--- src/rtl/video_timing_gen.sv ---
// Parametrised HDMI-style raster timing generator with look-ahead pixel requests.
// Optional colour-bar source enabled by VIDEO_TIMING_GEN_TEST_PATTERN_EN (adds pattern_sel).
module video_timing_gen #(
  parameter int unsigned H_ACTIVE  = 1920,
  parameter int unsigned H_FP      = 88,
  parameter int unsigned H_SYNC    = 44,
  parameter int unsigned H_BP      = 148,
  parameter int unsigned V_ACTIVE  = 1080,
  parameter int unsigned V_FP      = 4,
  parameter int unsigned V_SYNC    = 5,
  parameter int unsigned V_BP      = 36,
  parameter bit          HS_POL    = 1'b1,
  parameter bit          VS_POL    = 1'b1,
  parameter int unsigned DATA_W    = 24,
  parameter int unsigned CNT_W     = 12,
  parameter int unsigned LOOKAHEAD = 2
) (
  input  logic              clk,
  input  logic              rst,
`ifdef VIDEO_TIMING_GEN_TEST_PATTERN_EN
  input  logic              pattern_sel,
`endif
  input  logic [DATA_W-1:0] pix_in,
  output logic              px_req,
  output logic [CNT_W-1:0]  px_x,
  output logic [CNT_W-1:0]  px_y,
  output logic [DATA_W-1:0] data,
  output logic              data_en,
  output logic              h_sync,
  output logic              v_sync,
  output logic              frame_start,
  output logic              clk_out
);

  localparam int unsigned H_TOTAL = H_SYNC + H_BP + H_ACTIVE + H_FP;
  localparam int unsigned V_TOTAL = V_SYNC + V_BP + V_ACTIVE + V_FP;

  localparam logic [CNT_W-1:0] H_LAST  = CNT_W'(H_TOTAL - 1);
  localparam logic [CNT_W-1:0] V_LAST  = CNT_W'(V_TOTAL - 1);
  localparam logic [CNT_W-1:0] H_START = CNT_W'(H_SYNC + H_BP);
  localparam logic [CNT_W-1:0] H_END   = CNT_W'(H_SYNC + H_BP + H_ACTIVE - 1);
  localparam logic [CNT_W-1:0] V_START = CNT_W'(V_SYNC + V_BP);
  localparam logic [CNT_W-1:0] V_END   = CNT_W'(V_SYNC + V_BP + V_ACTIVE - 1);
  localparam logic [CNT_W-1:0] H_SW    = CNT_W'(H_SYNC);
  localparam logic [CNT_W-1:0] V_SW    = CNT_W'(V_SYNC);

  localparam int unsigned HS_B = 0;
  localparam int unsigned VS_B = 1;
  localparam int unsigned AC_B = 2;
  localparam int unsigned FS_B = 3;
`ifdef VIDEO_TIMING_GEN_TEST_PATTERN_EN
  localparam int unsigned ST_W = 7;
  localparam logic [CNT_W-1:0] BAR_W = CNT_W'(H_ACTIVE / 8);
`else
  localparam int unsigned ST_W = 4;
`endif

  logic [CNT_W-1:0] r_h_cnt, r_v_cnt;
  logic             w_active;
  logic             r_req, r_hs, r_vs, r_fs;
  logic [CNT_W-1:0] r_px_x, r_px_y;
  logic [ST_W-1:0]  w_stage, w_pre, w_out;
  logic [ST_W-1:0]  r_dly [LOOKAHEAD];
  logic [DATA_W-1:0] w_pix;
  logic [DATA_W-1:0] r_data;

  // Raster counters
  always_ff @(posedge clk or negedge rst) begin
    if (!rst) begin
      r_h_cnt <= '0;
      r_v_cnt <= '0;
    end else if (r_h_cnt == H_LAST) begin
      r_h_cnt <= '0;
      r_v_cnt <= (r_v_cnt == V_LAST) ? '0 : r_v_cnt + CNT_W'(1);
    end else begin
      r_h_cnt <= r_h_cnt + CNT_W'(1);
    end
  end

  assign w_active = (r_v_cnt >= V_START) && (r_v_cnt <= V_END) &&
                    (r_h_cnt >= H_START) && (r_h_cnt <= H_END);

  // Request stage; v-sync only re-evaluated at line start so its edges stay line-aligned
  always_ff @(posedge clk or negedge rst) begin
    if (!rst) begin
      r_req  <= 1'b0;
      r_hs   <= 1'b0;
      r_vs   <= 1'b0;
      r_fs   <= 1'b0;
      r_px_x <= '0;
      r_px_y <= '0;
    end else begin
      r_req <= w_active;
      r_hs  <= (r_h_cnt < H_SW);
      r_fs  <= (r_h_cnt == '0) && (r_v_cnt == '0);
      if (r_h_cnt == '0) r_vs <= (r_v_cnt < V_SW);
      if (w_active) begin
        r_px_x <= r_h_cnt - H_START;
        r_px_y <= r_v_cnt - V_START;
      end
    end
  end

`ifdef VIDEO_TIMING_GEN_TEST_PATTERN_EN
  assign w_stage = {3'(r_px_x / BAR_W), r_fs, r_req, r_vs, r_hs};
`else
  assign w_stage = {r_fs, r_req, r_vs, r_hs};
`endif

  // Look-ahead delay line from request stage to output stage
  always_ff @(posedge clk or negedge rst) begin
    if (!rst) begin
      for (int unsigned i = 0; i < LOOKAHEAD; i++) r_dly[i] <= '0;
    end else begin
      r_dly[0] <= w_stage;
      for (int unsigned i = 1; i < LOOKAHEAD; i++) r_dly[i] <= r_dly[i-1];
    end
  end

  generate
    if (LOOKAHEAD == 1) begin : g_pre_direct
      assign w_pre = w_stage;
    end else begin : g_pre_dly
      assign w_pre = r_dly[LOOKAHEAD-2];
    end
  endgenerate

  assign w_out = r_dly[LOOKAHEAD-1];

`ifdef VIDEO_TIMING_GEN_TEST_PATTERN_EN
  logic [23:0] w_bar_rgb;
  always_comb begin
    w_bar_rgb = 24'h000000;
    case (w_pre[6:4])
      3'd0:    w_bar_rgb = 24'hFFFFFF;
      3'd1:    w_bar_rgb = 24'hFFFF00;
      3'd2:    w_bar_rgb = 24'h00FFFF;
      3'd3:    w_bar_rgb = 24'h00FF00;
      3'd4:    w_bar_rgb = 24'hFF00FF;
      3'd5:    w_bar_rgb = 24'hFF0000;
      3'd6:    w_bar_rgb = 24'h0000FF;
      default: w_bar_rgb = 24'h000000;
    endcase
  end
  assign w_pix = pattern_sel ? DATA_W'(w_bar_rgb) : pix_in;
`else
  assign w_pix = pix_in;
`endif

  // Pixel capture one cycle ahead of data_en so data lines up with it
  always_ff @(posedge clk or negedge rst) begin
    if (!rst) r_data <= '0;
    else      r_data <= w_pre[AC_B] ? w_pix : '0;
  end

  assign px_req      = r_req;
  assign px_x        = r_px_x;
  assign px_y        = r_px_y;
  assign data        = r_data;
  assign data_en     = w_out[AC_B];
  assign frame_start = w_out[FS_B];
  assign h_sync      = w_out[HS_B] ? HS_POL : ~HS_POL;
  assign v_sync      = w_out[VS_B] ? VS_POL : ~VS_POL;
  assign clk_out     = clk;

endmodule

--- config.mk ---
export PLATFORM = sky130hd
export DESIGN_NAME = video_timing_gen
export DESIGN_NICKNAME = d
export VERILOG_FILES = /design/src/rtl/video_timing_gen.sv
export SDC_FILE = /design/constraint.sdc
export NUM_CORES = 1
export LEC_CHECK = 0
export ABC_AREA = 1
export BUFFER_PORTS_ARGS = -buffer_cell sky130_fd_sc_hd__buf_2
export CAP_MARGIN = 25
export CORE_MARGIN = 1
export CORE_UTILIZATION = 30
export DETAILED_ROUTE_END_ITERATION = 7
export PLACE_DENSITY_LB_ADDON = 0.25
export SLEW_MARGIN = 10
export SYNTH_ARGS = -nofsm -noshare
export SYNTH_HDL_FRONTEND = slang
export SYNTH_SLANG_ARGS = --single-unit
export TNS_END_PERCENT = 50
--- constraint.sdc ---
create_clock -name clk -period 1.65 [get_ports clk]
set_clock_uncertainty 0.1 [all_clocks]
set_input_delay 0.33 -clock clk [delete_from_list [all_inputs] [get_ports clk]]
set_output_delay 0.33 -clock clk [all_outputs]
set_load 0.05 [all_outputs]
==> flow_metrics.env <==
export IMPL_status="finished with violations"
export IMPL_failed_checks="negative setup slack"
export IMPL_syn_inst=474
export IMPL_final_core_util=0.457
export IMPL_max_cap_violations=0
export IMPL_clock_fmax_mhz=568
export IMPL_ys_ff_latch=84
export IMPL_crit_family="simple AND/OR/NAND/NOR gates"
export IMPL_grt_usage=0.149
export IMPL_crit_fanout=6
export IMPL_critPathBufInv=2
export IMPL_post_route_period_util=1.07
export IMPL_antenna_found_initial=0
export IMPL_cts_clk_slew_worst_paths_ns=0.07
export IMPL_async_reset_ff_frac=1.00
export IMPL_worst_slack_ns=-0.112
export IMPL_drt_total_wl_mm=10.6
export IMPL_syn_area_per_cell_sq_um=8.58
export IMPL_vias=3594
export IMPL_holdCritPathClass="input pin to async pin"
export IMPL_critPathMostFrequentCell="nand3_4"
export IMPL_tritoncts="built"
export IMPL_slowest_delay_ns=0.39
export IMPL_initial_core_util=0.307
export IMPL_synth_edf_count=0
export IMPL_fill_cells=1253
export IMPL_final_nets=670
export IMPL_post_place_ws_ns=-0.0483
export IMPL_grt_overflow=0
export IMPL_synth_cell_types=29
export IMPL_cp_end_kind="flop"
export IMPL_critPathKind="flop to flop"
export IMPL_synthFlopType="dfrtp_1"
export IMPL_grt_max_degree=37
export IMPL_hold_viol=0
export IMPL_die_h_um=118
export IMPL_drt_iter0_drc=191
export IMPL_post_dp_hpwl_mm=6.99
export IMPL_setup_tns_ns=-2.33
export IMPL_worstMarginPinSlew_ns=0.716
export IMPL_area_growth_pct=48.9
export IMPL_ios=80
export IMPL_design_area_sq_mm=0.00605
export IMPL_dp_cells=758
export IMPL_maxSlewHeadroom=0.523
export IMPL_viasPerCell=4.40
export IMPL_yosysSeqAreaShare=0.517
export IMPL_syn_nets=509
export IMPL_die_width_um=118
export IMPL_drt_antenna_violating_nets=0
export IMPL_grt_pass1_wl_mm=16.6
export IMPL_rsz0062_at_grt="yes"
export IMPL_diodes=0
export IMPL_period_needed_ns=1.76
export IMPL_slowest_stage="dfrtp_1"
export IMPL_row_count=42
export IMPL_gp_congestion=0.812
export IMPL_wl_per_cell_um=13.0
export IMPL_vdd_drop_max_mv=0.564
export IMPL_fin_total_pwr_mw=4.88
export IMPL_power_density_mw_per_mm2=806
export IMPL_arrival_ns=2.00
export IMPL_drive_above_1_share=0.380
export IMPL_yosysWarnings=0
export IMPL_setup_viol=24
export IMPL_dpl_cell_area_sq_mm=0.00498
export IMPL_clk_insertion_delay_late_ns=0.45
export IMPL_hold_ws_ns=0.248
export IMPL_leakage_nw=3.42
export IMPL_design_die_area_sq_mm=0.0140
export IMPL_grt_pass1_vias=3515
export IMPL_drt_pass1_iter_count=4
export IMPL_fp_coreArea_sq_mm=0.0132
export IMPL_crit_chain="inv_2 -> ha_4 -> nand2_4 -> nor2_4 -> nand3_4 -> a21oi_4 -> nand3_4 -> clkbuf_16 -> nand2_2 -> nand2_1"
export IMPL_report_final_slew_viol_count=0
export IMPL_final_cells=816
export IMPL_port_buffers=79
export IMPL_start_kind="flop"
export IMPL_netlist_area_sq_mm=0.00407
export IMPL_worstPathRequired_ns=1.89
export IMPL_drc=0
==> final cells by class <==
cell class,instances,area [sq um],share of cell area
Tap cell,176,220,0.0364
Timing Repair Buffer,162,1230,0.203
Clock buffer,13,309,0.0511
Inverter,68,265,0.0438
Multi-Input combinational cell,307,1830,0.303
Clock inverter,6,95.1,0.0157
Sequential cell,84,2100,0.347
==> cells in the final DEF (no fill, tap or decap), types with 5 or more instances in the layout <==
| master | n |
|---|---|
| buf_12 | 7 |
| nor2_1 | 31 |
| inv_2 | 11 |
| nand3_2 | 6 |
| ha_4 | 5 |
| clkbuf_16 | 14 |
| dlygate4sd3_1 | 25 |
| dfrtp_1 | 83 |
| nand2_2 | 31 |
| inv_1 | 54 |
| o21ai_0 | 7 |
| o21ai_1 | 7 |
| xor2_1 | 18 |
| nand4_1 | 6 |
| buf_4 | 47 |
| nor2_2 | 6 |
| nand2_4 | 11 |
| nor3_1 | 8 |
| nor2_4 | 6 |
| a21oi_1 | 6 |
| nand3_1 | 41 |
| nand2_1 | 104 |
| buf_2 | 77 |
==> synthesized netlist by cell type (3+ instances only) <==
| library cell | number | area (sq um) |
|---|---|---|
| a21oi_1 | 6 | 30.0 |
| buf_2 | 5 | 25.0 |
| buf_4 | 3 | 22.5 |
| buf_6 | 6 | 67.6 |
| dfrtp_1 | 84 | 2100 |
| ha_1 | 9 | 113 |
| inv_1 | 59 | 221 |
| inv_2 | 8 | 30.0 |
| nand2_1 | 127 | 477 |
| nand2_2 | 16 | 100 |
| nand2_4 | 3 | 33.8 |
| nand3_1 | 47 | 235 |
| nand4_1 | 6 | 37.5 |
| nor2_1 | 34 | 128 |
| nor2_2 | 6 | 37.5 |
| nor3_1 | 8 | 40.0 |
| o21ai_0 | 10 | 50.1 |
| o21ai_1 | 5 | 25.0 |
| xor2_1 | 18 | 158 |
==> cells by family after synthesis <==
logic type / Yosys count / share of synthesized area
compound gates: 24 / 0.0329
xor+xnor: 19 / 0.0409
fa+ha+maj: 9 / 0.0277
buf+inv: 84 / 0.0942
flops: 84 / 0.517
simple gates: 254 / 0.287
==> worst register-to-register path, cell delays in order (launching register included) <==
cell and delay [ns]:
dfrtp_1 0.39, inv_2 0.10, ha_4 0.15, nand2_4 0.06
nor2_4 0.11, nand3_4 0.10, a21oi_4 0.18, nand3_4 0.15
clkbuf_16 0.20, nand2_2 0.06, nand2_1 0.04
==> path summary, 6_finish.rpt <==
path	start	to	slack (ns)	depth (start not counted)
max in group asynchronous	rst	px_x[7]$_DFFE_PN0P_	0.69	3
hold reg to reg	r_hs$_DFF_PN0_	w_pre[0]$_DFF_PN0_	0.25	0
setup / recovery	r_v_cnt[1]$_DFFE_PN0N_	px_y[3]$_DFFE_PN0P_	-0.11	10
min in group clk	r_hs$_DFF_PN0_	w_pre[0]$_DFF_PN0_	0.25	0
hold / removal	rst	data[1]$_DFF_PN0_	0.25	2
setup reg to reg	r_v_cnt[1]$_DFFE_PN0N_	px_y[3]$_DFFE_PN0P_	-0.11	10
==> state kept, by name, summed over array words and instances (netlist names) <==
| register | count |
|---|---|
| r_vs | 1 |
| px_x | 12 |
| r_h_cnt | 12 |
| px_req | 1 |
| w_out | 4 |
| px_y | 12 |
| data | 24 |
| r_fs | 1 |
| r_hs | 1 |
| r_v_cnt | 12 |
| w_pre | 4 |
==> routing by layer <==
metal,global-route usage,up-vias,wire length [um]
met5,0,-,0
met2,0.254,116,5350
li1,-,1788,-
met1,0.187,1679,4710
met3,0.0217,11,459
met4,0.0641,0,122
==> what timing repair did <==
| action | 4_1_cts | 5_1_grt |
|---|---|---|
| resized for setup | 10 | 59 |
| setup endpoints to repair | 30 | 39 |
| hold buffers | 25 | 0 |
| cloned | 0 | 5 |
| buffers inserted | 2 | 9 |
| endpoints found under the hold margin | 46 | 0 |
| pin swaps | 2 | 16 |
==> where the power goes <==
part           total, mW  switching [mW]  internal, mW
combinational      0.130          0.0611        0.0693
sequential          2.06               0          2.06
clock               2.69            1.01          1.68
total               4.88            1.07          3.81
No activity file was read; power rests on OpenSTA's default activity.
